File: src/rtl/multicycle_ctrl_fsm.sv
// -----------------------------------------------------------------------------
// multicycle_ctrl_fsm
//
// Control unit for a multicycle MIPS core. It sequences fetch, decode, execute,
// memory and write-back steps and drives the datapath mux selects and enables.
// Memory accesses use a ready handshake with a timeout. Branch-on-zero is
// resolved here into a single PC load enable. An unsupported instruction or a
// memory timeout parks the FSM in TRAP and sets a sticky flag there. Only reset
// leaves TRAP.
//
// All outputs are combinational from the current state plus op/funct/zero/
// mem_ready. They are forced to zero while reset is high.
//
// Optional feature macro: CTRL_PERF_CNT_EN
//   defined   -> instr_count counts retired instructions (wraps, cleared by reset)
//   undefined -> instr_count is tied to zero and no counter is built
//
// Parameters
//   ALUCTL_W   : alu_control width (codes sit in the 3 LSBs, upper bits 0)
//   WAIT_CNT_W : width of the memory wait counter
//   TIMEOUT    : wait-counter value at which a still-not-ready access traps
//                (must be < 2**WAIT_CNT_W)
//
// Ports
//   clk, reset        : clock, synchronous active-high reset
//   op, funct         : opcode and R-type function field from the IR
//   zero              : ALU zero flag
//   mem_ready         : memory completes the current access this cycle
//   mem_req, iord, mem_write, ir_write            : memory / IR controls
//   mem_to_reg, reg_write, reg_dest               : register file controls
//   alu_src_a, alu_src_b, imm_sel, alu_control    : ALU operand / op selects
//   pc_src, pc_en     : PC source select and load enable (branch folded in)
//   state_o           : current state code
//   illegal_op        : sticky, unsupported instruction decoded
//   timeout_err       : sticky, memory access timed out
//   instr_count       : retired-instruction counter (optional feature)
// -----------------------------------------------------------------------------
module multicycle_ctrl_fsm #(
    parameter int ALUCTL_W   = 3,
    parameter int WAIT_CNT_W = 4,
    parameter int TIMEOUT    = 15
) (
    input  logic                clk,
    input  logic                reset,
    input  logic [5:0]          op,
    input  logic [5:0]          funct,
    input  logic                zero,
    input  logic                mem_ready,
    output logic                mem_req,
    output logic                iord,
    output logic                mem_write,
    output logic                ir_write,
    output logic                mem_to_reg,
    output logic                reg_write,
    output logic [1:0]          reg_dest,
    output logic                alu_src_a,
    output logic [1:0]          alu_src_b,
    output logic [1:0]          imm_sel,
    output logic [ALUCTL_W-1:0] alu_control,
    output logic [1:0]          pc_src,
    output logic                pc_en,
    output logic [3:0]          state_o,
    output logic                illegal_op,
    output logic                timeout_err,
    output logic [31:0]         instr_count
);

    typedef enum logic [3:0] {
        S_FETCH   = 4'd0,
        S_DECODE  = 4'd1,
        S_MEM_ADR = 4'd2,
        S_MEM_RD  = 4'd3,
        S_MEM_WB  = 4'd4,
        S_MEM_WR  = 4'd5,
        S_EXEC_R  = 4'd6,
        S_EXEC_I  = 4'd7,
        S_ALU_WB  = 4'd8,
        S_BRANCH  = 4'd9,
        S_JUMP    = 4'd10,
        S_JAL     = 4'd11,
        S_JR      = 4'd12,
        S_TRAP    = 4'd13
    } state_e;

    // Opcodes
    localparam logic [5:0] OP_RTYPE = 6'h00;
    localparam logic [5:0] OP_J     = 6'h02;
    localparam logic [5:0] OP_JAL   = 6'h03;
    localparam logic [5:0] OP_BEQ   = 6'h04;
    localparam logic [5:0] OP_BNE   = 6'h05;
    localparam logic [5:0] OP_ADDI  = 6'h08;
    localparam logic [5:0] OP_ADDIU = 6'h09;
    localparam logic [5:0] OP_SLTI  = 6'h0a;
    localparam logic [5:0] OP_ANDI  = 6'h0c;
    localparam logic [5:0] OP_ORI   = 6'h0d;
    localparam logic [5:0] OP_LUI   = 6'h0f;
    localparam logic [5:0] OP_SPEC2 = 6'h1c;
    localparam logic [5:0] OP_LW    = 6'h23;
    localparam logic [5:0] OP_SW    = 6'h2b;

    // Function codes
    localparam logic [5:0] FN_MUL = 6'h02;
    localparam logic [5:0] FN_JR  = 6'h08;
    localparam logic [5:0] FN_ADD = 6'h20;
    localparam logic [5:0] FN_SUB = 6'h22;
    localparam logic [5:0] FN_AND = 6'h24;
    localparam logic [5:0] FN_OR  = 6'h25;
    localparam logic [5:0] FN_SLT = 6'h2a;

    // ALU operation codes
    localparam logic [2:0] ALU_NONE  = 3'd0;
    localparam logic [2:0] ALU_ADD   = 3'd1;
    localparam logic [2:0] ALU_AND   = 3'd2;
    localparam logic [2:0] ALU_OR    = 3'd3;
    localparam logic [2:0] ALU_SUB   = 3'd4;
    localparam logic [2:0] ALU_SLT   = 3'd5;
    localparam logic [2:0] ALU_MUL   = 3'd6;
    localparam logic [2:0] ALU_PASSA = 3'd7;

    // Next state after DECODE. Unsupported encodings go to TRAP.
    function automatic state_e decode_next(input logic [5:0] opc, input logic [5:0] fn);
        state_e nxt;
        case (opc)
            OP_BEQ, OP_BNE: nxt = S_BRANCH;
            OP_J:           nxt = S_JUMP;
            OP_JAL:         nxt = S_JAL;
            OP_RTYPE: begin
                case (fn)
                    FN_JR:                                  nxt = S_JR;
                    FN_ADD, FN_SUB, FN_AND, FN_OR, FN_SLT:  nxt = S_EXEC_R;
                    default:                                nxt = S_TRAP;
                endcase
            end
            OP_SPEC2: begin
                if (fn == FN_MUL) begin
                    nxt = S_EXEC_R;
                end else begin
                    nxt = S_TRAP;
                end
            end
            OP_ADDI, OP_ADDIU, OP_SLTI, OP_ANDI, OP_ORI, OP_LUI: nxt = S_EXEC_I;
            OP_LW, OP_SW:   nxt = S_MEM_ADR;
            default:        nxt = S_TRAP;
        endcase
        return nxt;
    endfunction

    // R-type (and mul) instructions write rd; everything else writes rt.
    function automatic logic is_r_class(input logic [5:0] opc);
        return (opc == OP_RTYPE) || (opc == OP_SPEC2);
    endfunction

    // ALU operation for register-register instructions.
    function automatic logic [2:0] r_alu_code(input logic [5:0] opc, input logic [5:0] fn);
        logic [2:0] code;
        if (opc == OP_SPEC2) begin
            code = ALU_MUL;
        end else begin
            case (fn)
                FN_ADD:  code = ALU_ADD;
                FN_SUB:  code = ALU_SUB;
                FN_AND:  code = ALU_AND;
                FN_OR:   code = ALU_OR;
                FN_SLT:  code = ALU_SLT;
                default: code = ALU_NONE;
            endcase
        end
        return code;
    endfunction

    // ALU operation for immediate instructions (lui adds to a zero rs field).
    function automatic logic [2:0] i_alu_code(input logic [5:0] opc);
        logic [2:0] code;
        case (opc)
            OP_SLTI: code = ALU_SLT;
            OP_ANDI: code = ALU_AND;
            OP_ORI:  code = ALU_OR;
            default: code = ALU_ADD;
        endcase
        return code;
    endfunction

    // Immediate extension: logical ops zero-extend, lui shifts into the top half.
    function automatic logic [1:0] i_imm_sel(input logic [5:0] opc);
        logic [1:0] sel;
        case (opc)
            OP_ANDI, OP_ORI: sel = 2'b01;
            OP_LUI:          sel = 2'b10;
            default:         sel = 2'b00;
        endcase
        return sel;
    endfunction

    state_e                  state_q, state_d;
    logic [WAIT_CNT_W-1:0]   wait_cnt_q, wait_cnt_d;
    logic                    illegal_q, illegal_d;
    logic                    timeout_q, timeout_d;
    logic                    mem_wait_s;
    logic                    timeout_hit_s;

    // Internal (ungated) control values
    logic                    mem_req_s, iord_s, mem_write_s, ir_write_s;
    logic                    mem_to_reg_s, reg_write_s, alu_src_a_s, pc_en_s;
    logic [1:0]              reg_dest_s, alu_src_b_s, imm_sel_s, pc_src_s;
    logic [2:0]              alu_code_s;

    // Memory-waiting condition and timeout detection for the access states.
    always_comb begin
        case (state_q)
            S_FETCH, S_MEM_RD, S_MEM_WR: mem_wait_s = ~mem_ready;
            default:                     mem_wait_s = 1'b0;
        endcase
        timeout_hit_s = mem_wait_s && (wait_cnt_q == WAIT_CNT_W'(TIMEOUT));
    end

    // Next-state logic and sticky error flag updates.
    always_comb begin
        state_d   = state_q;
        illegal_d = illegal_q;
        timeout_d = timeout_q;
        case (state_q)
            S_FETCH: begin
                if (mem_ready) begin
                    state_d = S_DECODE;
                end else if (timeout_hit_s) begin
                    state_d   = S_TRAP;
                    timeout_d = 1'b1;
                end else begin
                    state_d = S_FETCH;
                end
            end
            S_DECODE: begin
                state_d = decode_next(op, funct);
                if (decode_next(op, funct) == S_TRAP) begin
                    illegal_d = 1'b1;
                end else begin
                    illegal_d = illegal_q;
                end
            end
            S_MEM_ADR: begin
                if (op == OP_SW) begin
                    state_d = S_MEM_WR;
                end else begin
                    state_d = S_MEM_RD;
                end
            end
            S_MEM_RD: begin
                if (mem_ready) begin
                    state_d = S_MEM_WB;
                end else if (timeout_hit_s) begin
                    state_d   = S_TRAP;
                    timeout_d = 1'b1;
                end else begin
                    state_d = S_MEM_RD;
                end
            end
            S_MEM_WR: begin
                if (mem_ready) begin
                    state_d = S_FETCH;
                end else if (timeout_hit_s) begin
                    state_d   = S_TRAP;
                    timeout_d = 1'b1;
                end else begin
                    state_d = S_MEM_WR;
                end
            end
            S_EXEC_R, S_EXEC_I: state_d = S_ALU_WB;
            S_ALU_WB, S_MEM_WB, S_BRANCH, S_JUMP, S_JAL, S_JR: state_d = S_FETCH;
            S_TRAP:  state_d = S_TRAP;
            default: state_d = S_FETCH;
        endcase
    end

    // Wait counter restarts on every state change, counts not-ready cycles otherwise.
    always_comb begin
        if (state_d != state_q) begin
            wait_cnt_d = '0;
        end else if (mem_wait_s) begin
            wait_cnt_d = wait_cnt_q + WAIT_CNT_W'(1);
        end else begin
            wait_cnt_d = wait_cnt_q;
        end
    end

    // State register.
    always_ff @(posedge clk) begin
        if (reset) begin
            state_q <= S_FETCH;
        end else begin
            state_q <= state_d;
        end
    end

    // Wait counter and sticky error flags.
    always_ff @(posedge clk) begin
        if (reset) begin
            wait_cnt_q <= '0;
            illegal_q  <= 1'b0;
            timeout_q  <= 1'b0;
        end else begin
            wait_cnt_q <= wait_cnt_d;
            illegal_q  <= illegal_d;
            timeout_q  <= timeout_d;
        end
    end

    // Datapath control decode from the current state and instruction fields.
    always_comb begin
        mem_req_s    = 1'b0;
        iord_s       = 1'b0;
        mem_write_s  = 1'b0;
        ir_write_s   = 1'b0;
        mem_to_reg_s = 1'b0;
        reg_write_s  = 1'b0;
        reg_dest_s   = 2'b00;
        alu_src_a_s  = 1'b0;
        alu_src_b_s  = 2'b00;
        imm_sel_s    = 2'b00;
        alu_code_s   = ALU_NONE;
        pc_src_s     = 2'b00;
        pc_en_s      = 1'b0;
        case (state_q)
            S_FETCH: begin
                mem_req_s   = 1'b1;
                alu_src_b_s = 2'b01;
                alu_code_s  = ALU_ADD;
                // IR load and PC+4 only on the cycle the fetch completes
                if (mem_ready) begin
                    ir_write_s = 1'b1;
                    pc_en_s    = 1'b1;
                end else begin
                    ir_write_s = 1'b0;
                    pc_en_s    = 1'b0;
                end
            end
            S_DECODE: begin
                // Speculative branch target PC + (imm<<2) into ALUOut
                alu_src_b_s = 2'b11;
                alu_code_s  = ALU_ADD;
            end
            S_MEM_ADR: begin
                alu_src_a_s = 1'b1;
                alu_src_b_s = 2'b10;
                alu_code_s  = ALU_ADD;
            end
            S_MEM_RD: begin
                mem_req_s = 1'b1;
                iord_s    = 1'b1;
            end
            S_MEM_WB: begin
                reg_write_s  = 1'b1;
                mem_to_reg_s = 1'b1;
            end
            S_MEM_WR: begin
                mem_req_s   = 1'b1;
                iord_s      = 1'b1;
                mem_write_s = 1'b1;
            end
            S_EXEC_R: begin
                alu_src_a_s = 1'b1;
                alu_code_s  = r_alu_code(op, funct);
            end
            S_EXEC_I: begin
                alu_src_a_s = 1'b1;
                alu_src_b_s = 2'b10;
                alu_code_s  = i_alu_code(op);
                imm_sel_s   = i_imm_sel(op);
            end
            S_ALU_WB: begin
                // Keep the execute-stage ALU selects so the result stays stable
                reg_write_s = 1'b1;
                alu_src_a_s = 1'b1;
                if (is_r_class(op)) begin
                    reg_dest_s = 2'b01;
                    alu_code_s = r_alu_code(op, funct);
                end else begin
                    alu_src_b_s = 2'b10;
                    alu_code_s  = i_alu_code(op);
                    imm_sel_s   = i_imm_sel(op);
                end
            end
            S_BRANCH: begin
                alu_src_a_s = 1'b1;
                alu_code_s  = ALU_SUB;
                pc_src_s    = 2'b01;
                pc_en_s     = ((op == OP_BEQ) && zero) || ((op == OP_BNE) && !zero);
            end
            S_JUMP: begin
                pc_src_s = 2'b10;
                pc_en_s  = 1'b1;
            end
            S_JAL: begin
                // Link value PC+4 passes straight through the ALU
                reg_write_s = 1'b1;
                reg_dest_s  = 2'b10;
                alu_code_s  = ALU_PASSA;
                pc_src_s    = 2'b10;
                pc_en_s     = 1'b1;
            end
            S_JR: begin
                pc_src_s = 2'b11;
                pc_en_s  = 1'b1;
            end
            default: begin
                pc_en_s = 1'b0;
            end
        endcase
    end

    // Reset forces every output low so no write can happen during the abort cycle.
    assign mem_req     = mem_req_s & ~reset;
    assign iord        = iord_s & ~reset;
    assign mem_write   = mem_write_s & ~reset;
    assign ir_write    = ir_write_s & ~reset;
    assign mem_to_reg  = mem_to_reg_s & ~reset;
    assign reg_write   = reg_write_s & ~reset;
    assign reg_dest    = reset ? 2'b00 : reg_dest_s;
    assign alu_src_a   = alu_src_a_s & ~reset;
    assign alu_src_b   = reset ? 2'b00 : alu_src_b_s;
    assign imm_sel     = reset ? 2'b00 : imm_sel_s;
    assign alu_control = reset ? '0 : ALUCTL_W'(alu_code_s);
    assign pc_src      = reset ? 2'b00 : pc_src_s;
    assign pc_en       = pc_en_s & ~reset;
    assign state_o     = reset ? 4'd0 : state_q;
    assign illegal_op  = illegal_q & ~reset;
    assign timeout_err = timeout_q & ~reset;

`ifdef CTRL_PERF_CNT_EN
    logic        retire_s;
    logic [31:0] instr_count_q, instr_count_d;

    // An instruction retires on its final transition back to FETCH.
    always_comb begin
        case (state_q)
            S_ALU_WB, S_MEM_WB, S_BRANCH, S_JUMP, S_JAL, S_JR: retire_s = 1'b1;
            S_MEM_WR: retire_s = mem_ready;
            default:  retire_s = 1'b0;
        endcase
        if (retire_s) begin
            instr_count_d = instr_count_q + 32'd1;
        end else begin
            instr_count_d = instr_count_q;
        end
    end

    // Retired-instruction counter register.
    always_ff @(posedge clk) begin
        if (reset) begin
            instr_count_q <= 32'd0;
        end else begin
            instr_count_q <= instr_count_d;
        end
    end

    assign instr_count = reset ? 32'd0 : instr_count_q;
`else
    assign instr_count = 32'd0;
`endif

endmodule

File: config.mk
export PLATFORM = sky130hd
export DESIGN_NAME = multicycle_ctrl_fsm
export DESIGN_NICKNAME = d
export VERILOG_FILES = /design/src/rtl/multicycle_ctrl_fsm.sv
export SDC_FILE = /design/constraint.sdc
export NUM_CORES = 1
export LEC_CHECK = 0
export CORE_MARGIN = 5
export CORE_UTILIZATION = 30
export DETAILED_ROUTE_END_ITERATION = 10
export DONT_BUFFER_PORTS = 1
export HOLD_SLACK_MARGIN = 0.08
export MAX_ROUTING_LAYER = met4
export SYNTH_ARGS = -nofsm -noshare
export SYNTH_HDL_FRONTEND = slang
export SYNTH_SLANG_ARGS = --single-unit
export TNS_END_PERCENT = 30
File: constraint.sdc
create_clock -name clk -period 2.6 [get_ports clk]
set_input_delay 0.65 -clock clk [delete_from_list [all_inputs] [get_ports clk]]
set_output_delay 0.65 -clock clk [all_outputs]
set_load 0.01 [all_outputs]
Word level (Yosys, flattened, before mapping)
Index checks and enable logic that the tools add are counted.

Flip-flop bits (word level): 10. Output and inout port bits: 57. Word-level logic and storage cells: 119.

Add/sub/neg operators: 1. Eq/ne operators: 36. Mux-type cells: 41. Bitwise operators: 12. Reductions and logical operators: 25.

Operators by type and width (number): one-hot mux 4 bit (7 select lines) (2); == test 6 x 4 -> 1 bit (second input constant) (7); == test 6 bit (second input constant) (7); two-way mux 4 bit (9); == test 4 bit (second input constant) (8); == test 6 x 2 -> 1 bit (second input constant) (3); one-hot mux 3 bit (6 select lines) (1); == test 4 x 3 -> 1 bit (second input constant) (4); OR reduction 2 bit (8); one-hot mux 3 bit (5 select lines) (1); == test 6 x 3 -> 1 bit (second input constant) (2); two-way mux 2 bit (6); two-way mux 3 bit (4); one-hot mux 2 bit (2 select lines) (3); OR reduction 3 bit (4); AND 1 bit (10); two-way mux 1 bit (10); OR reduction 5 bit (2); one-hot mux 3 bit (3 select lines) (1); == test 4 x 2 -> 1 bit (second input constant) (2); one-hot mux 2 bit (4 select lines) (1); one-hot mux 4 bit (2 select lines) (1); == test 6 x 5 -> 1 bit (second input constant) (1); logical NOT 6 bit (1); 13 further kinds (17).

Longest topological paths before layout
Depth after elaboration: 9. Mapped depth: 7. Gate-level depth less buffers: 7.

Worst setup path after synthesis
OpenSTA, ideal clock, no wires.

Path kind: input-to-output. From: input port op[4]. To: output port alu_control[1]. Arrival: 1.943 ns. Required time: 1.950 ns. Slack: 0.007 ns. Stages: 5. Path through: buf_4 nor3_2 o2111ai_2 or4_1 a21oi_1.

Longest elaborated chain between the ends: 5. Elaborated cells on any way between the ends: 11. Classes of those cells: 4 x eq/ne; 5 x mux; 2 x reduce/logical.

RTL lines: start, declared (RTL line 45) `input logic [5:0] op,`; == test 6 x 4 -> 1 bit, or another cell as far along (RTL line 174) `case (opc)`; one-hot mux 3 bit (3 select lines), or another cell as far along (RTL line 174); two-way mux 3 bit (RTL line 373) `if (is_r_class(op)) begin`; one-hot mux 3 bit (6 select lines) * (RTL line 322) `case (state_q)`; two-way mux 3 bit * (RTL line 421) `assign alu_control = reset ? '0 : ALUCTL_W'(alu_code_s);`; end, declared (RTL line 59) `output logic [ALUCTL_W-1:0] alu_control,`.

Every way passes the cells marked *; elsewhere a longest branch is shown, timed or not.

Final worst setup path
From: input port op[1]. To: output port alu_control[1].

Same word-level chain as after synthesis.

==> reports/metrics.cfg <==
[run_status]
outcome = finished, final reports clean

[synthesis]
synth_area_um2 = 1730
ys_seq_area_share_pct = 11.6
synth_top_area_cell = buf_4
post_synth_inst_count = 247
synth_seq_cells = 10
synth_top_area_share_pct = 15.6
yosys.cell_types.count = 59
synth_area_per_cell_um2 = 7.00
synth_flop_cell = dfxtp_1
synth-edff-count = 0
ys_warn_count = 0
yosys-top-cells-area = buf_4 16%, dfxtp_1 12%, nor2_1 6.1%
async_flop_share_pct = 0

[cts]
cts_made_buffers = 3
ctsHoldBuffers = 0
clock_sinks = 10
clk_pin_slew_ns = 0.04
clk_latency_ns = 0.24
clk_path_buf_depth = 2
cts_tree = yes
cts_root_buf = clkbuf_8
htree_levels = 1

[power]
vdd_ir_drop_max_v = 0.000163
p_leak_nw = 0.690
power_density_nw_per_um2 = 429
finalPower_uw = 780

[timing]
final_max_slew_viol_count = 0
hold_violations = 0
post-route-min-period_ns = 2.55
slew_headroom_pct = 62.6
finalSetupViolCount = 0
rsz0062_at_grt = true
fin_skew_ns = 0.00209
fmax_mhz = 392
min_period_over_period_pct = 98.2
worst_pin_slew_ns = 0.556

[global_route]
grt_pass1_wl_um = 7460
grt_pass1_vias = 1561
antenna_found_initial = 0
gr-usage-all-layers_pct = 12.5
grt_overflow_total = 0
grt_max_degree = 28

[cells_and_area]
finalNonFillerCells = 321
drive_gt1_share_pct = 18.5
fin_util_pct = 32.8
synthToLayoutAreaGrowth_pct = 5.14
diodes = 0
fin_nets = 268

[critical_path]
crit_type = in2out
crit_arrival_ns = 1.90
required_ns = 1.95
end_kind = output port
startpoint_type = primary input
path_max_fanout = 7

[placed_design]
place.gp.congestion = 0.887
dpl.hpwl_um = 3700
post-place-cells = 318
io_buffers = 0

[routing]
drtAntennaViolNets = 0
vias = 1689
wl_per_cell_um = 14.9
routed_wl_um = 4780
first_pass_iters = 5
drc = 0
vias_per_cell = 5.26
detail_route.iter0.violations = 197

[floorplan]
num_rows = 27
die_y_um = 85.9
core_um2 = 5540
die_x_um = 85.9
initial_core_util_pct = 31.2
dieArea_um2 = 7380
io_pins = 73

[min_path]
hp-class = reg2reg

[run]
drv_cap = 0

==> path summary, 6_finish.rpt <==
kind,end,cells past startpoint,from,slack (ns)
worst max register to register,wait_cnt_q[3],7,wait_cnt_q[0],0.82
worst min-delay path,timeout_q,2,timeout_q,0.46
worst max-delay path,alu_control[1],6,op[1],0.05
worst min register to register,timeout_q,2,timeout_q,0.46
==> Yosys cell counts, types with 3 or more instances <==
library cell,count
mux2i_1,5
nand2b_1,7
nor4_1,5
xor2_1,3
nor3_2,3
buf_4,36
a31oi_1,3
o21ai_0,6
xnor2_1,5
buf_2,3
a32oi_1,6
nor2b_1,7
nor3_1,10
nor3b_1,3
nor2_1,28
o22ai_1,3
nand2_1,22
o31ai_1,3
inv_2,3
o21bai_1,3
a21oi_1,13
nand3_1,5
dfxtp_1,10
inv_1,4
clkbuf_1,8
==> kinds of logic (layout without fill, tap and decap cells) <==
group           after synthesis  in the layout  synth area share, %
simple gates                104            104                 31.9
compound gates               60             60                 26.6
buf+inv                      58             29                 21.9
flops                        10             10                 11.6
xor+xnor                      8              8                 4.06
mux                           5              5                 2.90
fa+ha+maj                     1              1                0.724
other cells                   1             32                0.217
==> where the power goes <==
| part | internal (mW) | leakage (nW) | total (mW) | switching [mW] |
|---|---|---|---|---|
| clock | 0.101 | 0.0216 | 0.164 | 0.0622 |
| sequential | 0.172 | 0.0813 | 0.185 | 0.0138 |
| combinational | 0.152 | 0.588 | 0.431 | 0.278 |
==> stage by stage <==
stage	setup slack (ns)	instance area, um2	TNS, ns	hold slack, ns
floorplan	0.00721	1840	0	0.432
global placement	0.0720	1720	0	0.446
detailed placement	0.0287	1720	0	0.457
CTS	0.0224	1770	0	0.467
global route	-0.0392	1820	-0.0538	0.475
finish	0.0464	1820	0	0.460
==> cells in the final DEF, fill, tap and decap left out, drive strengths merged, types with 2 or more instances in the layout <==
cell,Yosys,routed
dfxtp,10,10
o21bai,3,3
buf,42,19
o21a,2,2
a31oi,3,3
nand2b,7,7
mux2i,5,5
nor2b,7,7
xor2,3,3
o31ai,3,3
nand4,2,2
nor3b,4,4
a2111oi,2,2
conb,1,32
a32oi,6,6
a22o,2,2
o21ai,7,7
nor2,29,29
or4,2,2
o22ai,3,3
or2,2,2
a21oi,13,13
o2111ai,2,2
xnor2,5,5
a211oi,2,2
a221oi,2,2
clkbuf,8,3
nor4,6,6
inv,7,7
nand2,22,22
nor3,13,13
nand3,5,5
and3,2,2
==> critical path, stage by stage <==
cell	delay [ns]
nand2b_4	0.15
nor4_4	0.34
a21oi_2	0.06
or4_1	0.42
a21oi_2	0.15
buf_4	0.13
==> layout make-up <==
cell class,count,area (um2)
inverters,7,26.3
flip-flops and latches,10,200
well taps,72,90.1
multi-input cells,210,1320
fillers,613,3720
clock buffers,3,41.3
repair buffers,19,143
==> registers in the layout, indices dropped and copies added, names as in the netlist <==
name	count
state_q	4
wait_cnt_q	4
illegal_q	1
timeout_q	1
==> per-layer routing <==
metal	GRT usage, %	routed length (um)	part of all wire, %
met2	20.1	2270	48
met5	-	0	0
met3	2.31	386	8.1
met4	4.46	93	1.9
met1	15.6	2030	42
==> what timing repair did <==
item,in CTS,in global routing
setup endpoints to repair,0,5
setup buffers,0,0
gates resized for setup,0,10
No activity file was read; power rests on OpenSTA's default activity.
